## src/rtl/fpaddsub_pkg.sv

```systemverilog
// fpaddsub_pkg: shared widths and field positions for the FP add/sub datapath.
package fpaddsub_pkg;
  localparam int EXP_W = 5;
  localparam int MANT_W = 10;
  localparam int SUM_W = MANT_W + 5;
  localparam int LZC_W = $clog2(SUM_W);
  localparam int CARRY_BIT = SUM_W - 1;
  localparam int HIDDEN_BIT = SUM_W - 2;
  localparam logic [EXP_W-1:0] EXP_MAX = '1;
endpackage

```

## src/rtl/fpaddsub_lzc.sv

```systemverilog
// fpaddsub_lzc: combinational priority leading-zero counter with all-zero flag.
module fpaddsub_lzc import fpaddsub_pkg::*; #(
  parameter int W = HIDDEN_BIT + 1,
  localparam int CW = $clog2(W + 1)
) (
  input  logic [W-1:0]  vec,
  output logic [CW-1:0] count,
  output logic          all_zero
);
  always_comb begin
    count = CW'(W);
    for (int i = 0; i < W; i++) if (vec[i]) count = CW'(W - 1 - i);
  end
  assign all_zero = ~|vec;
endmodule

```

## src/rtl/fpaddsub_normalize_pipe.sv

```systemverilog
// fpaddsub_normalize_pipe: two-stage normalizer turning the raw adder sum into a normalized mantissa and exponent.
module fpaddsub_normalize_pipe import fpaddsub_pkg::*; #(
  parameter int EXP_W = fpaddsub_pkg::EXP_W,
  parameter int MANT_W = fpaddsub_pkg::MANT_W,
  parameter int SUM_W = fpaddsub_pkg::SUM_W
) (
  input  logic                clk,
  input  logic                rst,
  input  logic                in_valid,
  output logic                in_ready,
  input  logic                sign_in,
  input  logic [SUM_W-1:0]    sum_in,
  input  logic [EXP_W-1:0]    cexp_in,
  output logic                out_valid,
  input  logic                out_ready,
  output logic                sign_out,
  output logic [EXP_W-1:0]    exp_out,
  output logic [MANT_W+2:0]   frac_out,
  output logic                zero_out,
  output logic                ovf_out,
  output logic                unf_out
);
  localparam int LW = $clog2(SUM_W);
  localparam int FW = MANT_W + 3;
  localparam logic [EXP_W:0] EMAX = {1'b0, {EXP_W{1'b1}}};
  logic s1_valid, s2_valid, adv2, all_zero;
  logic s1_sign, s1_carry, s1_zero;
  logic [EXP_W-1:0] s1_cexp, n_exp;
  logic [SUM_W-1:0] s1_sum;
  logic [LW-1:0] lzc, s1_lzc;
  logic [FW-1:0] n_frac;
  logic n_zero, n_ovf, n_unf;
  logic [EXP_W:0] e_ext, e_inc, lz_ext;
  assign adv2 = !s2_valid || out_ready;
  assign in_ready = !s1_valid || !s2_valid || out_ready;
  assign out_valid = s2_valid;
  fpaddsub_lzc #(.W(SUM_W - 1)) u_lzc (
    .vec(sum_in[SUM_W-2:0]),
    .count(lzc),
    .all_zero(all_zero)
  );
  always_ff @(posedge clk or negedge rst) begin
    if (!rst) begin
      s1_valid <= 1'b0;
      s1_sign <= 1'b0;
      s1_carry <= 1'b0;
      s1_zero <= 1'b0;
      s1_cexp <= '0;
      s1_sum <= '0;
      s1_lzc <= '0;
    end else if (in_ready) begin
      s1_valid <= in_valid;
      if (in_valid) begin
        s1_sign <= sign_in;
        s1_carry <= sum_in[SUM_W-1];
        s1_zero <= all_zero && !sum_in[SUM_W-1];
        s1_cexp <= cexp_in;
        s1_sum <= sum_in;
        s1_lzc <= lzc;
      end
    end
  end
  // exponent math is done one bit wider so carry/borrow cannot wrap silently
  assign e_ext = {1'b0, s1_cexp};
  assign e_inc = e_ext + 1'b1;
  assign lz_ext = (EXP_W + 1)'(s1_lzc);
  always_comb begin
    n_exp = '0;
    n_frac = '0;
    n_zero = 1'b0;
    n_ovf = 1'b0;
    n_unf = 1'b0;
    if (s1_zero) n_zero = 1'b1;
    else if (s1_carry) begin
      n_ovf = e_inc >= EMAX;
      n_exp = n_ovf ? '1 : e_inc[EXP_W-1:0];
      n_frac = n_ovf ? '0 : (s1_sum[FW:1] | FW'(s1_sum[0]));
    end else if (s1_lzc == '0 || lz_ext < e_ext) begin
      n_exp = EXP_W'(e_ext - lz_ext);
      n_frac = FW'(s1_sum << s1_lzc);
    end else begin
      n_unf = 1'b1;
      n_zero = 1'b1;
    end
  end
  always_ff @(posedge clk or negedge rst) begin
    if (!rst) begin
      s2_valid <= 1'b0;
      sign_out <= 1'b0;
      exp_out <= '0;
      frac_out <= '0;
      zero_out <= 1'b0;
      ovf_out <= 1'b0;
      unf_out <= 1'b0;
    end else if (adv2) begin
      s2_valid <= s1_valid;
      if (s1_valid) begin
        sign_out <= s1_sign;
        exp_out <= n_exp;
        frac_out <= n_frac;
        zero_out <= n_zero;
        ovf_out <= n_ovf;
        unf_out <= n_unf;
      end
    end
  end
endmodule

```

## config.mk

```make
export PLATFORM = sky130hd
export DESIGN_NAME = fpaddsub_normalize_pipe
export DESIGN_NICKNAME = d
export VERILOG_FILES = /design/src/rtl/fpaddsub_pkg.sv /design/src/rtl/fpaddsub_lzc.sv /design/src/rtl/fpaddsub_normalize_pipe.sv
export SDC_FILE = /design/constraint.sdc
export NUM_CORES = 1
export LEC_CHECK = 0
export BUFFER_PORTS_ARGS = -buffer_cell sky130_fd_sc_hd__buf_2
export CAP_MARGIN = 0
export CELL_PAD_IN_SITES_DETAIL_PLACEMENT = 0
export CELL_PAD_IN_SITES_GLOBAL_PLACEMENT = 1
export CORE_MARGIN = 2
export CORE_UTILIZATION = 48
export DETAILED_ROUTE_END_ITERATION = 8
export GPL_ROUTABILITY_DRIVEN = 0
export PLACE_DENSITY_LB_ADDON = 0.25
export SLEW_MARGIN = 20
export SYNTH_ARGS = -nofsm -noshare
export SYNTH_HDL_FRONTEND = slang
export SYNTH_SLANG_ARGS = --single-unit
export TNS_END_PERCENT = 20
```

## constraint.sdc

```tcl
create_clock -name clk -period 6.65 [get_ports clk]
set_clock_uncertainty 0.1 [all_clocks]
set_input_delay 0.3325 -clock clk [delete_from_list [all_inputs] [get_ports clk]]
set_output_delay 0.3325 -clock clk [all_outputs]
set_load 0.01 [all_outputs]
```

==> run metrics, run 1 <==
Synth-to-Final Area Change=11.9%; peak supply drop=0.144 mV; Main synth FF type=dfrtp_1; asr flop ratio synth=100%; Overall Global Routing Usage=between 20% and 30%; DP HPWL=approximately 5300 µm; final hold viol count=0; YS warnings=0; # IOs=49; final setup fails=0; min-delay src=in_valid; total iterations of the first detailed-routing run=4; clk_lat worst skew=slightly above 0.3 ns; sequential cell area=about 0.0013 mm²; CP Class=reg2reg; antenna violations before repair=0; Lkg Pwr=1.56 nW; sequential element share of the synthesized area=about two fifths; crit path DAT=approximately 3.1 ns; #FFs+latches synth=50; R2R cell count=7; first-pass GRT wire length=~12000 µm; Tmin final=2.97 ns; die width=about 84 µm; Max Freq=approximately 340 MHz; Clk pin slew, worst setup/hold paths=approximately 0.090 ns; pin count of the biggest net entering global routing=51; CP Capture Type=register; H-tree levels=2; die area=0.00710 mm²; Ant. Diodes=0; biggest area consumer among synthesized cells=dfrtp_1; Reg2Reg Launch Point=s1_lzc[1]$_DFFE_PN0P_; Routed Antenna Nets=0; Fillers=567; layout cells sized above 1=approximately 29%; Initial Utilization=between 40 and 50%; pre-CTS setup slack=3.70 ns; routed len/inst=roughly 17 µm; crit share post-route=around 45%; Critical Path Start Type=register; clk sink count=50; wirelength, routed=about 7100 µm; worst-path fanout max=19; synth cell count leaders=50 x dfrtp_1, 30 x nand2_1, 20 x mux2_2, 18 x nor2_1, 17 x o21ai_0; most numerous cell in the Yosys netlist=dfrtp_1; Vias=~2400; Synth cell types=66; share of the synthesized area in the top cell type=between 40% and 50%; actual slew at the worst max-slew pin=approximately 0.88 ns; Hold Path Stages=2; placed cells=401; Finished Layout Cells=410; Data required, critical path=between 6 and 7 ns; Iter 0 DRT Violations=roughly 290; Slew headroom=approximately two fifths; drt drc=0; EDFF count, synth=0; pwr dens=approximately 300 mW/mm²; Pins Over Slew Limit=0; RSZ-0062 raised after global routing=false; # rows=29; gr ovfl total=0; max_cap viols=0; core area=roughly 0.0063 mm²; CTS buffer count=5; status=completed; Synth Instances=between 200 and 300; post-CTS resize count=0; top cells by area, synth=dfrtp_1 40%, mux2_2 7.3%, nand2_1 3.6%; post-layout util=approximately 55%; Avg Cell Area, Syn=about 11 µm²; clock tree buffer depth=2; Mapped Nets=between 300 and 400; Die Span Y=around 84 µm; multi-input logic area=0.00165 mm²; Hold Crit Class=in2reg; Root Driver=clkbuf_8; drt via density=5.89; Port Buffer Count=48; Synth Cell Area=between 0.003 and 0.004 mm²; worst setup margin=about 3.7 ns; CTS tree=done; Post-layout nets=364; setup TNS=0 ns; vias in the first global route=roughly 2400; Critical path origin=s1_lzc[1]$_DFFE_PN0P_
-- worst max-delay path: stages (launching register included) --
cell,delay [ns]
dfrtp_1,0.77
inv_1,0.24
ha_1,0.36
nand4_1,0.14
a2111o_2,0.54
o211ai_2,0.21
nor2_1,0.17
a221o_1,0.32
-- report_power, final --
| group | leakage, nW | switching (W) | total (W) | internal [W] |
|---|---|---|---|---|
| clock network | 0.0714 | 0.000103 | 0.000263 | 0.000160 |
| registers | 0.612 | 0.0000680 | 0.000433 | 0.000365 |
| logic | 0.879 | 0.000161 | 0.000316 | 0.000155 |
-- timing repair --
item	in CTS	in global routing
hold buffers	0	1
hold endpoints to repair	0	27
buffers inserted	0	0
-- through the flow --
| stage | instance area [µm²] | hold WS [ns] | total power [W] |
|---|---|---|---|
| 6_report | 3460 | 0.120 | 0.00101 |
| 2_1_floorplan | 3090 | -0.0631 | 0.000650 |
| 3_3_place_gp | 3300 | 0.369 | 0.000750 |
| 3_5_place_dp | 3300 | 0.370 | 0.000754 |
| 5_1_grt | 3460 | 0.129 | 0.00108 |
| 4_1_cts | 3440 | 0.110 | 0.00102 |
-- cell families after synthesis --
logic type / count (synthesis) / share of synthesized area [%]
simple gates: 87 / 15.3
compound gates: 79 / 18.7
flops: 50 / 40.5
mux: 34 / 15.0
buf+inv: 29 / 5.99
fa+ha+maj: 7 / 3.08
xor+xnor: 5 / 1.42
-- layout by cell type (no fill, tap or decap), drive strengths merged, types with 6 or more instances in the layout --
| master | synthesis | routed |
|---|---|---|
| nand2 | 30 | 30 |
| buf | 9 | 50 |
| mux4 | 7 | 7 |
| ha | 6 | 6 |
| a22o | 8 | 8 |
| o21ai | 19 | 19 |
| a21oi | 14 | 14 |
| dfrtp | 50 | 50 |
| mux2i | 7 | 7 |
| mux2 | 20 | 20 |
| clkbuf | 8 | 6 |
| nand3 | 6 | 6 |
| inv | 12 | 12 |
| nor2 | 18 | 18 |
-- final cells by class --
cell class                      instances  area share [%]
Multi-Input combinational cell        212            47.8
Timing Repair Buffer                   51            7.75
Sequential cell                        50            36.2
Inverter                               12            1.30
Tap cell                               77            2.79
Clock buffer                            6            2.39
Clock inverter                          2            1.74
-- path summary, 6_finish.rpt --
check	to	slack, ns
min	s1_valid$_DFFE_PN0N_	0.12
max	frac_out[5]$_DFFE_PN0P_	3.68
max in group asynchronous	s1_cexp[1]$_DFFE_PN0P_	5.55
min reg2reg	exp_out[2]$_DFFE_PN0P_	0.38
min in group asynchronous	exp_out[3]$_DFFE_PN0P_	0.45
max reg2reg	frac_out[5]$_DFFE_PN0P_	3.68
-- sequential cells by signal, indices dropped and copies added (netlist names), 4 cells and up --
signal and count:
s1_sum 14, frac_out 13, exp_out 5, s1_cexp 5
s1_lzc 4
-- routing by layer --
layer | part of all wire (%) | up-vias | global-route usage, % | wire, µm
met3 | 6.1 | 8 | 3.83 | 437
met4 | 1.5 | 0 | 6.74 | 108
li1 | - | 1179 | - | -
met5 | 0 | - | 0 | 0
met1 | 49 | 1140 | 33.0 | 3480
met2 | 44 | 89 | 32.2 | 3110
No activity file was read; power rests on OpenSTA's default activity.
==> inputs of run 2 (changes only) <==
CORE_UTILIZATION = 40   (was 48)
clock period = 2.4 ns   (was 6.65 ns; I/O delays follow)
==> run metrics, run 2 (synthesized netlist as in run 1, its figures left out) <==
Fillers=between 700 and 800; Overall Global Routing Usage=between 10% and 20%; Iter 0 DRT Violations=about 150; Routed Antenna Nets=0; final hold viol count=0; Sw Share=between 30% and 40%; Worst Path Buf+Inv=0; Die Span Y=roughly 90 µm; status=completed; crit share post-route=a little over nine tenths; CTS buffer count=5; Lkg Pwr=~1.7 nW; Initial Utilization=about two fifths; antenna violations before repair=0; DP HPWL=5880 µm; max reg flops=14; max_cap viols=0; wirelength, routed=7820 µm; Slew headroom=between 60 and 70%; multi-input logic area=approximately 0.0017 mm²; routed len/inst=16.4 µm; Psw=slightly below 0.001 W; first-pass GRT wire length=13200 µm; Max Freq=434 MHz; Synth-to-Final Area Change=23.2%; actual slew at the worst max-slew pin=about 0.57 ns; largest stage delay on the critical path=around 0.47 ns; gr ovfl total=0; register share of total power=between 40% and 50%; crit path DAT=approximately 2.4 ns; peak supply drop=about 0.29 mV; die area=0.00845 mm²; Clk network pwr share=19.5%; post-CTS setup buffers=0; Cell Chain, Critical Path=ha_1, or2_1, a2111o_2, o211a_4, and3_1, a221o_1; clk_lat worst skew=between 0.3 and 0.4 ns; layout cells sized above 1=just over 30%; leading cell type in the layout, fill and taps excluded=dfrtp_1; post-layout util=50.1%; Top Registers=s1_sum x14, frac_out x13; Vias=around 2500; # rows=32; vias in the first global route=~2600; largest reg by FF count=s1_sum; pin count of the biggest net entering global routing=29; pwr dens=roughly 700 mW/mm²; Critical Path Start Type=register; # IOs=49; CP Class=reg2reg; worst-path fanout max=7; Port Buffer Count=48; CP max stage cell=a2111o_2; sequential cell area=0.00125 mm²; drt drc=0; RSZ-0062 raised after global routing=false; setup TNS=0 ns; Post-layout nets=~410; Root Driver=clkbuf_8; Hold Crit Class=in2reg; core area=between 0.007 and 0.008 mm²; die width=between 90 and 100 µm; Ant. Diodes=0; H-tree levels=2; CP Capture Type=register; CTS tree=done; Clk pin slew, worst setup/hold paths=~0.11 ns; most frequent cells in the layout=50 x dfrtp_1, 48 x buf_2, 30 x nand2_1, 25 x dlygate4sd3_1, 20 x mux2_2; Tmin final=2.30 ns; clk sink count=50; drt via density=approximately 5.3; final setup fails=0; combinational share of power=around 38%; Cell Int Power=0.00172 W; kind of cell adding the most delay to the critical path=compound AO/OA/AOI/OAI gates; Pins Over Slew Limit=0; total iterations of the first detailed-routing run=4; Data required, critical path=2.50 ns; clock tree buffer depth=2
==> run 2: changes by cell type in the layout (fill, tap and decap cells not counted), moves of 2 or more <==
cell	before	now
dlygate4sd3_1	1	25
buf_4	3	19
bufinv_16	2	0
inv_6	0	2
==> run 2: timing repair <==
item	4_1_cts	5_1_grt
endpoints found under the hold margin	44	0
resized for setup	0	1
hold buffers	25	0
endpoints found under the setup margin	0	4
==> run 2: through the flow <==
stage	power (W)	cell area [µm²]	worst slack, ns	hold WS, ns	cells
6_report	0.00269	3810	0.0962	0.00903	476
5_1_grt	0.00287	3810	0.0100	0.0176	476
4_1_cts	0.00271	3810	0.0797	0.00345	476
3_5_place_dp	0.00215	3460	0.114	0.0267	443
3_3_place_gp	0.00214	3460	0.167	0.0193	443
2_1_floorplan	0.00180	3090	0.0809	-0.276	291
==> run 2: worst paths after layout <==
path                                          start                  endpoint  slack (ns)  cells after the start
max                          s1_cexp[3]$_DFFE_PN0P_   frac_out[2]$_DFFE_PN0P_         0.1                      6
min in group asynchronous                       rst       s1_sign$_DFFE_PN0P_        0.20                      2
max in group asynchronous                       rst     s1_sum[5]$_DFFE_PN0P_        1.38                      3
min reg2reg                frac_out[12]$_DFFE_PN0P_  frac_out[12]$_DFFE_PN0P_        0.39                      2
min                                       sum_in[1]     s1_sum[1]$_DFFE_PN0P_       0.009                      2
max reg2reg                  s1_cexp[3]$_DFFE_PN0P_   frac_out[2]$_DFFE_PN0P_         0.1                      6
==> run 2: routing by layer <==
layer | wire length (µm) | global-route usage, % | up-vias
met3 | 306 | 3.70 | 10
met2 | 3500 | 30.0 | 62
met1 | 3920 | 29.1 | 1210
met4 | 90 | 4.48 | 0
li1 | - | - | 1249
met5 | 0 | 0 | -
==> run 2: cell type report <==
cell class	count	area share, %
well taps	102	3.35
inverters	12	1.18
multi-input cells	212	43.5
repair buffers	92	16.6
clock buffers	5	1.81
flip-flops and latches	50	32.9
clock inverters	3	0.690
==> run 2: power groups by stage <==
stage | Sequential [W] | Combinational [W] | Clock, W
after floorplan | 0.00119 | 0.000611 | 0
after global placement | 0.00116 | 0.000980 | 0
after detailed placement | 0.00116 | 0.000981 | 0
after CTS | 0.00115 | 0.00102 | 0.000545
after global routing | 0.00118 | 0.00112 | 0.000578
final | 0.00115 | 0.00101 | 0.000524
==> run 2: worst reg2reg max path: stages (launching register included) <==
cell and delay [ns]:
dfrtp_1 0.40, ha_1 0.35, or2_1 0.26, a2111o_2 0.47, o211a_4 0.19, and3_1 0.16
a221o_1 0.26
